--- config.mk ---
export PLATFORM = sky130hd
export DESIGN_NAME = fmm_reduce_kernel_column_unit_writer
export DESIGN_NICKNAME = d
export VERILOG_FILES = /design/src/rtl/fmm_reduce_pkg.sv /design/src/rtl/fmm_reduce_kernel_row_addr_gen.sv /design/src/rtl/fmm_reduce_kernel_column_unit_writer.sv
export SDC_FILE = /design/constraint.sdc
export NUM_CORES = 1
export LEC_CHECK = 0
export ABC_AREA = 1
export BUFFER_PORTS_ARGS = -buffer_cell sky130_fd_sc_hd__buf_2
export CORE_MARGIN = 3
export CORE_UTILIZATION = 55
export CTS_BUF_LIST = sky130_fd_sc_hd__clkbuf_8
export DETAILED_ROUTE_END_ITERATION = 12
export PLACE_DENSITY_LB_ADDON = 0.25
export RECOVER_POWER = 100
export SKIP_LAST_GASP = 1
export SLEW_MARGIN = 10
export SYNTH_ARGS = -nofsm -noshare
export SYNTH_HDL_FRONTEND = slang
export SYNTH_SLANG_ARGS = --single-unit
--- constraint.sdc ---
create_clock -name ap_clk -period 2.64 [get_ports ap_clk]
set_input_delay 0.132 -clock ap_clk [delete_from_list [all_inputs] [get_ports ap_clk]]
set_output_delay 0.132 -clock ap_clk [all_outputs]
set_load 0.005 [all_outputs]
--- src/rtl/fmm_reduce_pkg.sv ---
// Shared constants, FSM state encoding and M_e port bundle for the reduce-kernel blocks.
package fmm_reduce_pkg;

  localparam int ROW_STRIDE = 320;
  localparam int ADDR_W     = 17;
  localparam int DATA_W     = 32;

  typedef enum logic [1:0] {
    S_IDLE = 2'd0,
    S_RUN  = 2'd1,
    S_DONE = 2'd2
  } state_t;

  typedef struct packed {
    logic [ADDR_W-1:0] address;
    logic              ce;
    logic              we;
    logic [DATA_W-1:0] d;
  } me_port_t;

endpackage

--- src/rtl/fmm_reduce_kernel_row_addr_gen.sv ---
// Row counter plus row-stride address accumulator; flags the final row of a column scan.
module fmm_reduce_kernel_row_addr_gen
  import fmm_reduce_pkg::*;
(
  input  logic              ap_clk,
  input  logic              ap_rst,
  input  logic              load,
  input  logic              advance,
  input  logic [ADDR_W-1:0] col,
  input  logic [31:0]       rowt_q,
  output logic [ADDR_W-1:0] addr,
  output logic [31:0]       row,
  output logic              last
);

  // Accumulating by the stride avoids a multiplier; the add wraps modulo 2^ADDR_W by width.
  always_ff @(posedge ap_clk) begin
    if (ap_rst) begin
      row  <= '0;
      addr <= '0;
    end else if (load) begin
      row  <= '0;
      addr <= col;
    end else if (advance) begin
      row  <= row + 32'd1;
      addr <= addr + ADDR_W'(ROW_STRIDE);
    end
  end

  assign last = (row + 32'd1) == rowt_q;

endmodule

--- src/rtl/fmm_reduce_kernel_column_unit_writer.sv ---
// Writes a unit column (1 at pivot_row, 0 elsewhere) into M_e under ap_ctrl_hs control.
// Optional FMM_COLW_BACKPRESSURE_EN adds M_e_wready; a RUN write commits only when it is high.
module fmm_reduce_kernel_column_unit_writer
  import fmm_reduce_pkg::*;
(
  input  logic              ap_clk,
  input  logic              ap_rst,
  input  logic              ap_start,
  output logic              ap_done,
  output logic              ap_idle,
  output logic              ap_ready,
  input  logic [31:0]       rowt,
  input  logic [ADDR_W-1:0] col,
  input  logic [31:0]       pivot_row,
  output logic [ADDR_W-1:0] M_e_address0,
  output logic              M_e_ce0,
  output logic              M_e_we0,
  output logic [DATA_W-1:0] M_e_d0,
  output logic [31:0]       rows_written,
  output logic              rows_written_ap_vld,
  output logic              pivot_hit
`ifdef FMM_COLW_BACKPRESSURE_EN
  ,
  input  logic              M_e_wready
`endif
);

  state_t            state;
  logic [31:0]       rowt_q;
  logic [31:0]       pivot_q;
  logic [ADDR_W-1:0] addr;
  logic [31:0]       row;
  logic              last;
  logic              load;
  logic              commit;
  me_port_t          me;

  assign load = (state == S_IDLE) && ap_start;

`ifdef FMM_COLW_BACKPRESSURE_EN
  assign commit = (state == S_RUN) && M_e_wready;
`else
  assign commit = (state == S_RUN);
`endif

  fmm_reduce_kernel_row_addr_gen u_addr_gen (
    .ap_clk  (ap_clk),
    .ap_rst  (ap_rst),
    .load    (load),
    .advance (commit),
    .col     (col),
    .rowt_q  (rowt_q),
    .addr    (addr),
    .row     (row),
    .last    (last)
  );

  // NOTE: all state updates use <= so every register samples pre-edge values.
  always_ff @(posedge ap_clk) begin
    if (ap_rst) begin
      state               <= S_IDLE;
      rowt_q              <= '0;
      pivot_q             <= '0;
      ap_done             <= 1'b0;
      ap_ready            <= 1'b0;
      rows_written_ap_vld <= 1'b0;
      rows_written        <= '0;
      pivot_hit           <= 1'b0;
    end else begin
      ap_done             <= 1'b0;
      ap_ready            <= 1'b0;
      rows_written_ap_vld <= 1'b0;
      case (state)
        S_IDLE: begin
          if (ap_start) begin
            rowt_q    <= rowt;
            pivot_q   <= pivot_row;
            pivot_hit <= 1'b0;
            state     <= ($signed(rowt) > 0) ? S_RUN : S_DONE;
          end
        end
        S_RUN: begin
          if (commit && last) state <= S_DONE;
        end
        S_DONE: begin
          ap_done             <= 1'b1;
          ap_ready            <= 1'b1;
          rows_written_ap_vld <= 1'b1;
          rows_written        <= row;
          pivot_hit           <= ($signed(pivot_q) >= 0) && ($signed(pivot_q) < $signed(rowt_q));
          state               <= S_IDLE;
        end
        default: state <= S_IDLE;
      endcase
    end
  end

  // Write strobes are decoded from the state register only; stalled writes simply persist.
  assign me.address = addr;
  assign me.ce      = (state == S_RUN);
  assign me.we      = (state == S_RUN);
  assign me.d       = (row == pivot_q) ? DATA_W'(1) : '0;

  assign M_e_address0 = me.address;
  assign M_e_ce0      = me.ce;
  assign M_e_we0      = me.we;
  assign M_e_d0       = me.d;
  assign ap_idle      = (state == S_IDLE);

endmodule

==> out/qor.yml, run 1 <==
layout:
  fill_cells: 1295
  multiInputGateArea_mm2: 0.004666
  antennaDiodeCount: 0
  nets: 1535
  syn2layout_area_growth_pct: 20.60
  regArea_mm2: 0.002983
  drive_gt1_share_pct: 12.88
clock_tree:
  cts_sinks: 149
  post_cts_buffers: 0
  clk_pin_slew_ns: 0.08
  cts_root_buffer: "clkbuf_8"
  ctsHoldBuffers: 75
  cts_resized: 0
  cts-htree-levels: 4
  numCtsBuffers: 17
  clk_path_buf_depth: 2
  insertion_delay_ns: 0.46
  cts_tree: "done"
die:
  die-area_mm2: 0.01698
  row_count: 44
  fp.coreArea_mm2: 0.01481
  die_h_um: 130.3
  io_pins: 172
  die_x_um: 130.3
  initial_core_util_pct: 57.38
run:
  cap_violations: 0
synthesis:
  postSynthCellCount: 1237
  synth_seq_area_share_pct: 35.10
  ys_ff_latch: 149
  synth_top_area_share_pct: 35.10
  syn-cell-area_mm2: 0.008498
  avgSynthCellArea_um2: 6.870
  synth_warnings: 0
  ys_types: 38
  synth_largest_area_cell: "dfxtp_1"
  synth_area_leaders: "dfxtp_1, nand2_1, o21ai_0, nor2_1, a21oi_1"
sta:
  drv_slew: 0
  slew-limit-headroom_pct: 21.42
  setup_tns_ns: 0
  hold_violations: 0
  rsz0062_at_grt: "false"
  worst_pin_slew_ns: 1.179
  min_period_over_period_pct: 90.34
  fmax_ghz: 0.4193
  clock_skew_ns: 0.01079
  layout_min_cycle_time_ns: 2.385
  setup_viol: 0
drt:
  ant_nets: 0
  drt_iter0_markers: 863
  dr.pass1.iters: 6
  wire_per_inst_um: 15.92
  viasPerCell: 5.469
  drc: 0
  drt_wl_total_mm: 25.68
  vias: 8821
worst_setup_path:
  crit_arrival_ns: 2.73
  critical_path_class: "flip-flop to flip-flop"
  endpoint_kind: "flip-flop"
  crit_fanout: 12
  rrSetupSlack_ns: 0.26
  cp.required_ns: 2.98
  crit_path_start_kind: "flip-flop"
global_routing:
  grt_pass1_vias: 8047
  grt_antenna_before_repair: 0
  overflow: 0
  grt_usage_pct: 30.26
  grt_pass1_wl_mm: 40.30
  grt_max_degree: 107
power_and_ir_drop:
  p_per_area_mw_per_mm2: 558.4
  peakVddDrop_v: 0.0004967
  power_mw: 5.723
  leakage_nw: 4.713
place:
  dp_hpwl_mm: 17.94
  io_buffers: 140
  gp_congestion: 0.9824
worst_hold_path:
  min_path_type: "primary input to flip-flop"
outcome:
  status: "completed"
[cell type report]
type                       instances  area share [%]
multi-input combinational        901           45.53
sequential                       149           29.11
timing repair buffer             227           14.59
inverter                         122           4.468
clock buffer                      21           2.820
tap                              184           2.246
clock inverter                     9           1.245
[worst max-delay path, stage by stage (launching register included)]
cell     delay, ns
dfxtp_1       0.43
ha_1          0.24
nand2_1       0.14
nor2_8        0.16
nand2_2       0.08
nor2_4        0.35
nand2_1       0.11
nand2_1       0.08
nand2_1       0.07
nand2_1       0.06
nand2_1       0.04
nor2_1        0.08
nand2_1       0.05
nor2_1        0.14
nand3_2       0.11
nand2_1       0.08
a21oi_1       0.06
[report_power, final]
group          internal [mW]  switching [mW]  total, mW
registers               2.44           0.178       2.61
clock network           1.02           0.864       1.88
logic                  0.489           0.736       1.22
[final timing paths]
kind              depth (start not counted)    endpoint              start
setup reg to reg                         16    state[0]  u_addr_gen.row[1]
hold / removal                            3  rowt_q[13]           rowt[13]
setup / recovery                         16    state[0]  u_addr_gen.row[1]
hold reg to reg                           2   rowt_q[2]          rowt_q[2]
[flip-flops by register name, summed over array words and instances, names as in the netlist]
name,count
rows_written_ap_vld,1
rowt_q,32
rows_written,32
u_addr_gen.addr,17
pivot_hit,1
state,2
pivot_q,32
u_addr_gen.row,32
[metrics by stage]
| step | worst slack (ns) | hold slack, ns | area [µm²] | util [%] | instances |
|---|---|---|---|---|---|
| final | 0.2550 | 0.01942 | 10250 | 69.20 | 1613 |
| after global routing | 0.01446 | 0.006905 | 10250 | 69.20 | 1613 |
| after CTS | 0.2669 | 0.003566 | 10330 | 69.77 | 1613 |
| after detailed placement | 0.2701 | 0.3870 | 9165 | 61.89 | 1508 |
| after global placement | 0.3481 | 0.3804 | 9165 | 61.89 | 1508 |
| after floorplan | 0.6718 | 0.2014 | 8611 | - | 1267 |
[Yosys cell counts]
cell	number
o21bai_1	2
nor4_1	10
or2_2	1
nand4_1	13
xnor2_1	1
a41oi_1	1
nor2_4	9
conb_1	1
nand2_2	9
a211oi_1	1
nand2_1	221
nand2_4	1
nor2_8	2
a31o_2	1
buf_2	12
o22ai_1	2
dfxtp_1	149
nor2_2	9
clkbuf_1	43
a21oi_1	101
nand3_1	96
o211ai_1	15
ha_1	33
nor2_1	148
o21ai_0	134
a21o_1	1
buf_4	38
inv_2	2
clkinv_1	1
a221oi_1	1
a21oi_2	1
buf_1	1
inv_1	119
xor2_1	38
buf_6	1
nor3_1	6
nand3_2	5
a31oi_1	8
[cells by family (layout without fill, tap and decap cells)]
group / count (synthesis) / in the layout / share of synthesized area [%]
other: 1 / 31 / 0.04413
buffers and inverters: 217 / 379 / 11.53
flip-flops: 149 / 149 / 35.10
AO/OA/AOI/OAI: 268 / 268 / 16.67
AND/OR/NAND/NOR: 530 / 530 / 27.78
adder cells (fa/ha/maj): 33 / 33 / 4.859
XOR/XNOR: 39 / 39 / 4.019
[cells in the final DEF (no fill, tap or decap), drive strengths merged, types with 33 or more instances in the layout]
| cell | Yosys | final |
|---|---|---|
| nand2 | 231 | 231 |
| nor2 | 168 | 168 |
| dfxtp | 149 | 149 |
| o21ai | 134 | 134 |
| inv | 121 | 122 |
| buf | 52 | 108 |
| a21oi | 102 | 102 |
| nand3 | 101 | 101 |
| dlygate4sd3 | 0 | 75 |
| clkbuf | 43 | 65 |
| xor2 | 38 | 38 |
| ha | 33 | 33 |
[per-layer routing]
metal  up-vias  global-route usage (%)  share of wire [%]
li1       4359                       -                  -
met1      4059                   39.38                 43
met2       345                   49.34                 47
met3        58                   6.549                7.4
met4         0                   11.37                3.1
met5         -                       0                  0
Power figures use the tool's default switching activity.
==> run 2: changes to the inputs <==
--- a/config.mk
+++ b/config.mk
@@ -5,10 +5,9 @@
 export SDC_FILE = /design/constraint.sdc
 export NUM_CORES = 1
 export LEC_CHECK = 0
-export ABC_AREA = 1
 export BUFFER_PORTS_ARGS = -buffer_cell sky130_fd_sc_hd__buf_2
 export CORE_MARGIN = 3
-export CORE_UTILIZATION = 55
+export CORE_UTILIZATION = 57
 export CTS_BUF_LIST = sky130_fd_sc_hd__clkbuf_8
 export DETAILED_ROUTE_END_ITERATION = 12
 export PLACE_DENSITY_LB_ADDON = 0.25
==> out/qor.yml, run 2 <==
sta:
  hold_violations: 0
  clock_skew_ns: 0.01761
  worst_pin_slew_ns: 1.147
  slew-limit-headroom_pct: 23.57
  layout_min_cycle_time_ns: 2.549
  min_period_over_period_pct: 96.54
  drv_slew: 0
  fin_ws_ns: 0.09140
  fmax_ghz: 0.3924
  setup_viol: 0
place:
  io_buffers: 140
  gp_congestion: 0.9484
  pre_cts_ws_ns: 0.004429
  dp_hpwl_mm: 16.41
power_and_ir_drop:
  peakVddDrop_v: 0.0006318
  p_per_area_mw_per_mm2: 514.0
  leakage_nw: 4.168
  power_mw: 5.172
synthesis:
  synth.most_common_cell: "nand2_1"
  ys_ff_latch: 149
  yosys-top-cells-count: "nand2_1, dfxtp_1, a21oi_1"
  ys_types: 52
  synth_warnings: 0
  synth_edf_count: 0
  async_flop_share_pct: 0
  syn-cell-area_mm2: 0.008069
  postSynthCellCount: 1066
  synth_largest_area_cell: "dfxtp_1"
  synth_top_area_share_pct: 36.97
  synth_seq_area_share_pct: 36.97
  synthFlopType: "dfxtp_1"
  avgSynthCellArea_um2: 7.569
  synth_area_leaders: "dfxtp_1, nand2_1, a21oi_1, xor2_1, xnor2_1"
worst_setup_path:
  rrSetupSlack_ns: 0.09
  endpoint_kind: "flip-flop"
  crit_arrival_ns: 2.91
  cp.required_ns: 3.01
  crit_fanout: 2
  crit_path_start_kind: "flip-flop"
  critical_path_class: "flip-flop to flip-flop"
global_routing:
  overflow: 0
  grt_pass1_wl_mm: 37.89
  grt_antenna_before_repair: 0
  grt_pass1_vias: 7515
  grt_max_degree: 58
  grt_usage_pct: 29.98
clock_tree:
  cts_sinks: 149
  numCtsBuffers: 17
  cts_tree: "done"
  insertion_delay_ns: 0.47
  clk_path_buf_depth: 2
  cts-htree-levels: 4
  cts_root_buffer: "clkbuf_8"
  clk_pin_slew_ns: 0.09
layout:
  final_common_cell: "nand2_1"
  syn2layout_area_growth_pct: 24.70
  fill_cells: 1085
  final_cell_mix: "nand2_1, dfxtp_1, a21oi_1"
  antennaDiodeCount: 0
  drive_gt1_share_pct: 15.31
  nets: 1385
drt:
  drt_iter0_markers: 554
  wire_per_inst_um: 16.55
  drt_wl_total_mm: 24.10
  viasPerCell: 5.396
  vias: 7857
  ant_nets: 0
  drc: 0
  dr.pass1.iters: 5
die:
  die_x_um: 125.0
  fp.coreArea_mm2: 0.01356
  initial_core_util_pct: 59.51
  die-area_mm2: 0.01562
  die_h_um: 125.0
  row_count: 42
  io_pins: 172
run:
  cap_violations: 0
worst_hold_path:
  min_path_type: "primary input to flip-flop"
outcome:
  status: "completed"
## run 2: cell types whose count changed in the layout (fill, tap and decap cells not counted), sizes merged, moves of 11 or more
cell	change
clkbuf	-11
nand3	-77
o211ai	-12
nor4	+12
xnor2	+49
inv	-84
buf	+39
a21oi	+36
o21ai	-115
nor3	+11
nor2	-99
xor2	+15
## run 2: cell type report
| class | count | area [µm²] | share of cell area [%] |
|---|---|---|---|
| Clock buffer | 17 | 234.0 | 2.325 |
| Clock inverter | 14 | 187.7 | 1.865 |
| Inverter | 37 | 138.9 | 1.380 |
| Multi-Input combinational cell | 798 | 4509 | 44.81 |
| Sequential cell | 149 | 2985 | 29.67 |
| Tap cell | 176 | 220.2 | 2.188 |
| Timing Repair Buffer | 265 | 1787 | 17.76 |
## run 2: power breakdown
part | total (mW) | internal, mW | switching [mW]
combinational | 0.844 | 0.372 | 0.472
sequential | 2.44 | 2.34 | 0.102
clock | 1.89 | 1.02 | 0.872
## run 2: layer usage
metal  global-route usage [%]  part of all wire [%]
met4                    8.355                   2.1
met3                    7.676                   7.4
met1                    38.19                    42
met5                        0                     0
met2                    50.59                    48
## run 2: repair_timing
| item | in CTS | in global routing |
|---|---|---|
| endpoints found under the hold margin | 81 | 0 |
| setup endpoints to repair | 1 | 2 |
| pin swaps | 2 | 6 |
| gates resized for setup | 0 | 6 |
| buffers inserted | 1 | 2 |
| gates cloned | 0 | 0 |
| hold buffers | 81 | 0 |
## run 2: stage by stage
step           cell area (µm²)  hold slack [ns]  utilization, %  std cells     TNS, ns
6_report                 10060          0.04694           74.22       1456           0
5_1_grt                  10060          0.04306           74.22       1456  -0.0001754
4_1_cts                  10110          0.02480           74.54       1454           0
3_5_place_dp              8866           0.3671           65.39       1341           0
3_3_place_gp              8866           0.3592           65.39       1341           0
2_1_floorplan             8185           0.2680               -       1096           0
## run 2: logic make-up (layout without fill, tap and decap cells)
| logic type | Yosys count | count (layout) | share of synthesized area, % |
|---|---|---|---|
| other | 1 | 31 | 0.04647 |
| flip-flops | 149 | 149 | 36.97 |
| multiplexers | 3 | 3 | 0.3877 |
| adder cells (fa/ha/maj) | 33 | 33 | 5.117 |
| AND/OR/NAND/NOR | 431 | 431 | 23.80 |
| AO/OA/AOI/OAI | 197 | 197 | 13.57 |
| XOR/XNOR | 103 | 103 | 11.18 |
| buffers and inverters | 149 | 333 | 8.932 |
## run 2: critical path, stage by stage, from the launching register on
cell,delay (ns)
dfxtp_2,0.36
ha_4,0.14
nand3_2,0.09
or4_4,0.55
or3_1,0.40
a221oi_2,0.26
and4_1,0.23
nand4_1,0.13
o32ai_1,0.31
## run 2: path summary, 6_finish.rpt
check	startpoint	endpoint	depth (start not counted)
max reg2reg	u_addr_gen.row[0]	state[1]	8
min	ap_rst	u_addr_gen.addr[13]	2
max	u_addr_gen.row[0]	state[1]	8
min reg2reg	rows_written[17]	rows_written[17]	2
==> run 3: changes to the inputs <==
--- a/config.mk
+++ b/config.mk
@@ -11,7 +11,7 @@
 export CTS_BUF_LIST = sky130_fd_sc_hd__clkbuf_8
 export DETAILED_ROUTE_END_ITERATION = 12
 export PLACE_DENSITY_LB_ADDON = 0.25
-export RECOVER_POWER = 100
+export RECOVER_POWER = 50
 export SKIP_LAST_GASP = 1
 export SLEW_MARGIN = 10
 export SYNTH_ARGS = -nofsm -noshare
==> out/qor.yml, run 3 (synthesized netlist as in run 2, its figures left out) <==
outcome:
  status: "completed"
drt:
  drt_iter0_markers: 543
  dr.pass1.iters: 5
  drc: 0
  drt_wl_total_mm: 24.07
  viasPerCell: 5.406
  ant_nets: 0
  wire_per_inst_um: 16.53
  vias: 7871
clock_tree:
  cts_tree: "done"
  clk_path_buf_depth: 2
  cts_root_buffer: "clkbuf_8"
  insertion_delay_ns: 0.46
  clk_pin_slew_ns: 0.09
  cts_sinks: 149
  numCtsBuffers: 17
  cts-htree-levels: 4
worst_setup_path:
  cp.required_ns: 2.99
  crit_chain: "ha_4 -> nand3_2 -> or4_4 -> or3_1 -> a221oi_2 -> and4_1 -> nand4_1 -> o31a_1"
  rrSetupSlack_ns: 0.1
  crit_start: "u_addr_gen.row[0]"
  crit_fanout: 2
  worstSetupEndpoint: "state[0]"
  rr_worst_depth: 8
  max_stage_delay_ns: 0.55
  timing.rr.end: "state[0]"
  cp_slowest_cell: "or4_4"
  crit_arrival_ns: 2.89
  r2r-start: "u_addr_gen.row[0]"
  endpoint_kind: "flip-flop"
  crit_path_start_kind: "flip-flop"
  critical_path_class: "flip-flop to flip-flop"
layout:
  syn2layout_area_growth_pct: 25.12
  drive_gt1_share_pct: 15.78
  fin_cells: 1456
  final_common_cell: "nand2_1"
  fin_area_mm2: 0.01010
  fin_util_pct: 74.46
  antennaDiodeCount: 0
  final_cell_mix: "nand2_1, dfxtp_1, a21oi_1"
  fill_cells: 1075
  nets: 1385
sta:
  setup_viol: 0
  setup_tns_ns: 0
  min_period_over_period_pct: 96.35
  worst_pin_slew_ns: 1.136
  slew-limit-headroom_pct: 24.24
  hold_violations: 0
  rsz0062_at_grt: "false"
  clock_skew_ns: 0.01607
  fmax_ghz: 0.3931
  drv_slew: 0
  layout_min_cycle_time_ns: 2.544
global_routing:
  grt_antenna_before_repair: 0
  grt_usage_pct: 29.98
  grt_pass1_wl_mm: 37.89
  grt_pass1_vias: 7515
  overflow: 0
  grt_max_degree: 58
worst_hold_path:
  min_path_type: "primary input to flip-flop"
die:
  io_pins: 172
  fp.coreArea_mm2: 0.01356
  die_x_um: 125.0
  die_h_um: 125.0
  initial_core_util_pct: 59.51
  die-area_mm2: 0.01562
  row_count: 42
place:
  placedCellCount: 1341
  io_buffers: 140
  gp_congestion: 0.9484
  dp_hpwl_mm: 16.41
  place_area_mm2: 0.008866
run:
  cap_violations: 0
power_and_ir_drop:
  peakVddDrop_v: 0.0006190
  p_per_area_mw_per_mm2: 512.9
  leakage_nw: 4.193
[run 3: cell count changes in the layout (fill, tap and decap cells not counted), sizes merged]
| cell | delta |
|---|---|
| buf | +7 |
| clkbuf | -7 |
[run 3: power breakdown]
group | switching [mW] | total, mW | leakage [nW] | internal (mW)
logic | 0.472 | 0.850 | 2.77 | 0.378
clock network | 0.873 | 1.89 | 0.209 | 1.02
registers | 0.102 | 2.44 | 1.22 | 2.34
[run 3: stage by stage]
stage               hold WS, ns  setup WS, ns  power [mW]
finish                  0.05618       0.09643       5.178
global route            0.04551     0.0002649       5.408
CTS                     0.02480      0.007744       5.178
detailed placement       0.3671      0.004429       3.224
global placement         0.3592        0.1196       3.211
floorplan                0.2680       0.01836       2.981
[run 3: routing by layer]
metal | vias to the layer above | GRT usage, % | share of wire, %
met5 | - | 0 | 0
met4 | 0 | 8.355 | 2.1
met3 | 41 | 7.676 | 7.2
met2 | 292 | 50.59 | 48
met1 | 3641 | 38.19 | 42
li1 | 3897 | - | -
[run 3: area by class of cell]
class | count | area (µm²) | share of cell area (%)
multi-input combinational | 798 | 4517 | 44.74
sequential | 149 | 2985 | 29.57
timing repair buffer | 265 | 1813 | 17.96
clock buffer | 17 | 234.0 | 2.318
tap | 176 | 220.2 | 2.181
clock inverter | 14 | 187.7 | 1.859
inverter | 37 | 138.9 | 1.376
[run 3: repair_timing]
action                                  in CTS  in global routing
hold endpoints to repair                    81                  0
hold buffers                                81                  0
resized for setup                            0                  6
setup buffers                                1                  2
endpoints found under the setup margin       1                  2
pin swaps                                    2                  6
[run 3: how the worst min path moves through the flow]
stage / from / endpoint / slack [ns] / cells past startpoint
4_1_cts: ap_rst / u_addr_gen.addr[14] / 0.02 / 2
3_5_place_dp: col[9] / u_addr_gen.addr[9] / 0.37 / 3
2_1_floorplan: col[0] / u_addr_gen.addr[0] / 0.27 / 2
6_report: ap_rst / u_addr_gen.addr[13] / 0.06 / 2
5_1_grt: ap_rst / u_addr_gen.addr[14] / 0.05 / 2
3_3_place_gp: col[13] / u_addr_gen.addr[13] / 0.36 / 3
[run 3: critical path: cells and delay by family (launching register included)]
kind,cells,cell delay [ns]
adder cells (fa/ha/maj),1,0.14
AND/OR/NAND/NOR,5,1.42
flip-flops,1,0.36
AO/OA/AOI/OAI,2,0.54
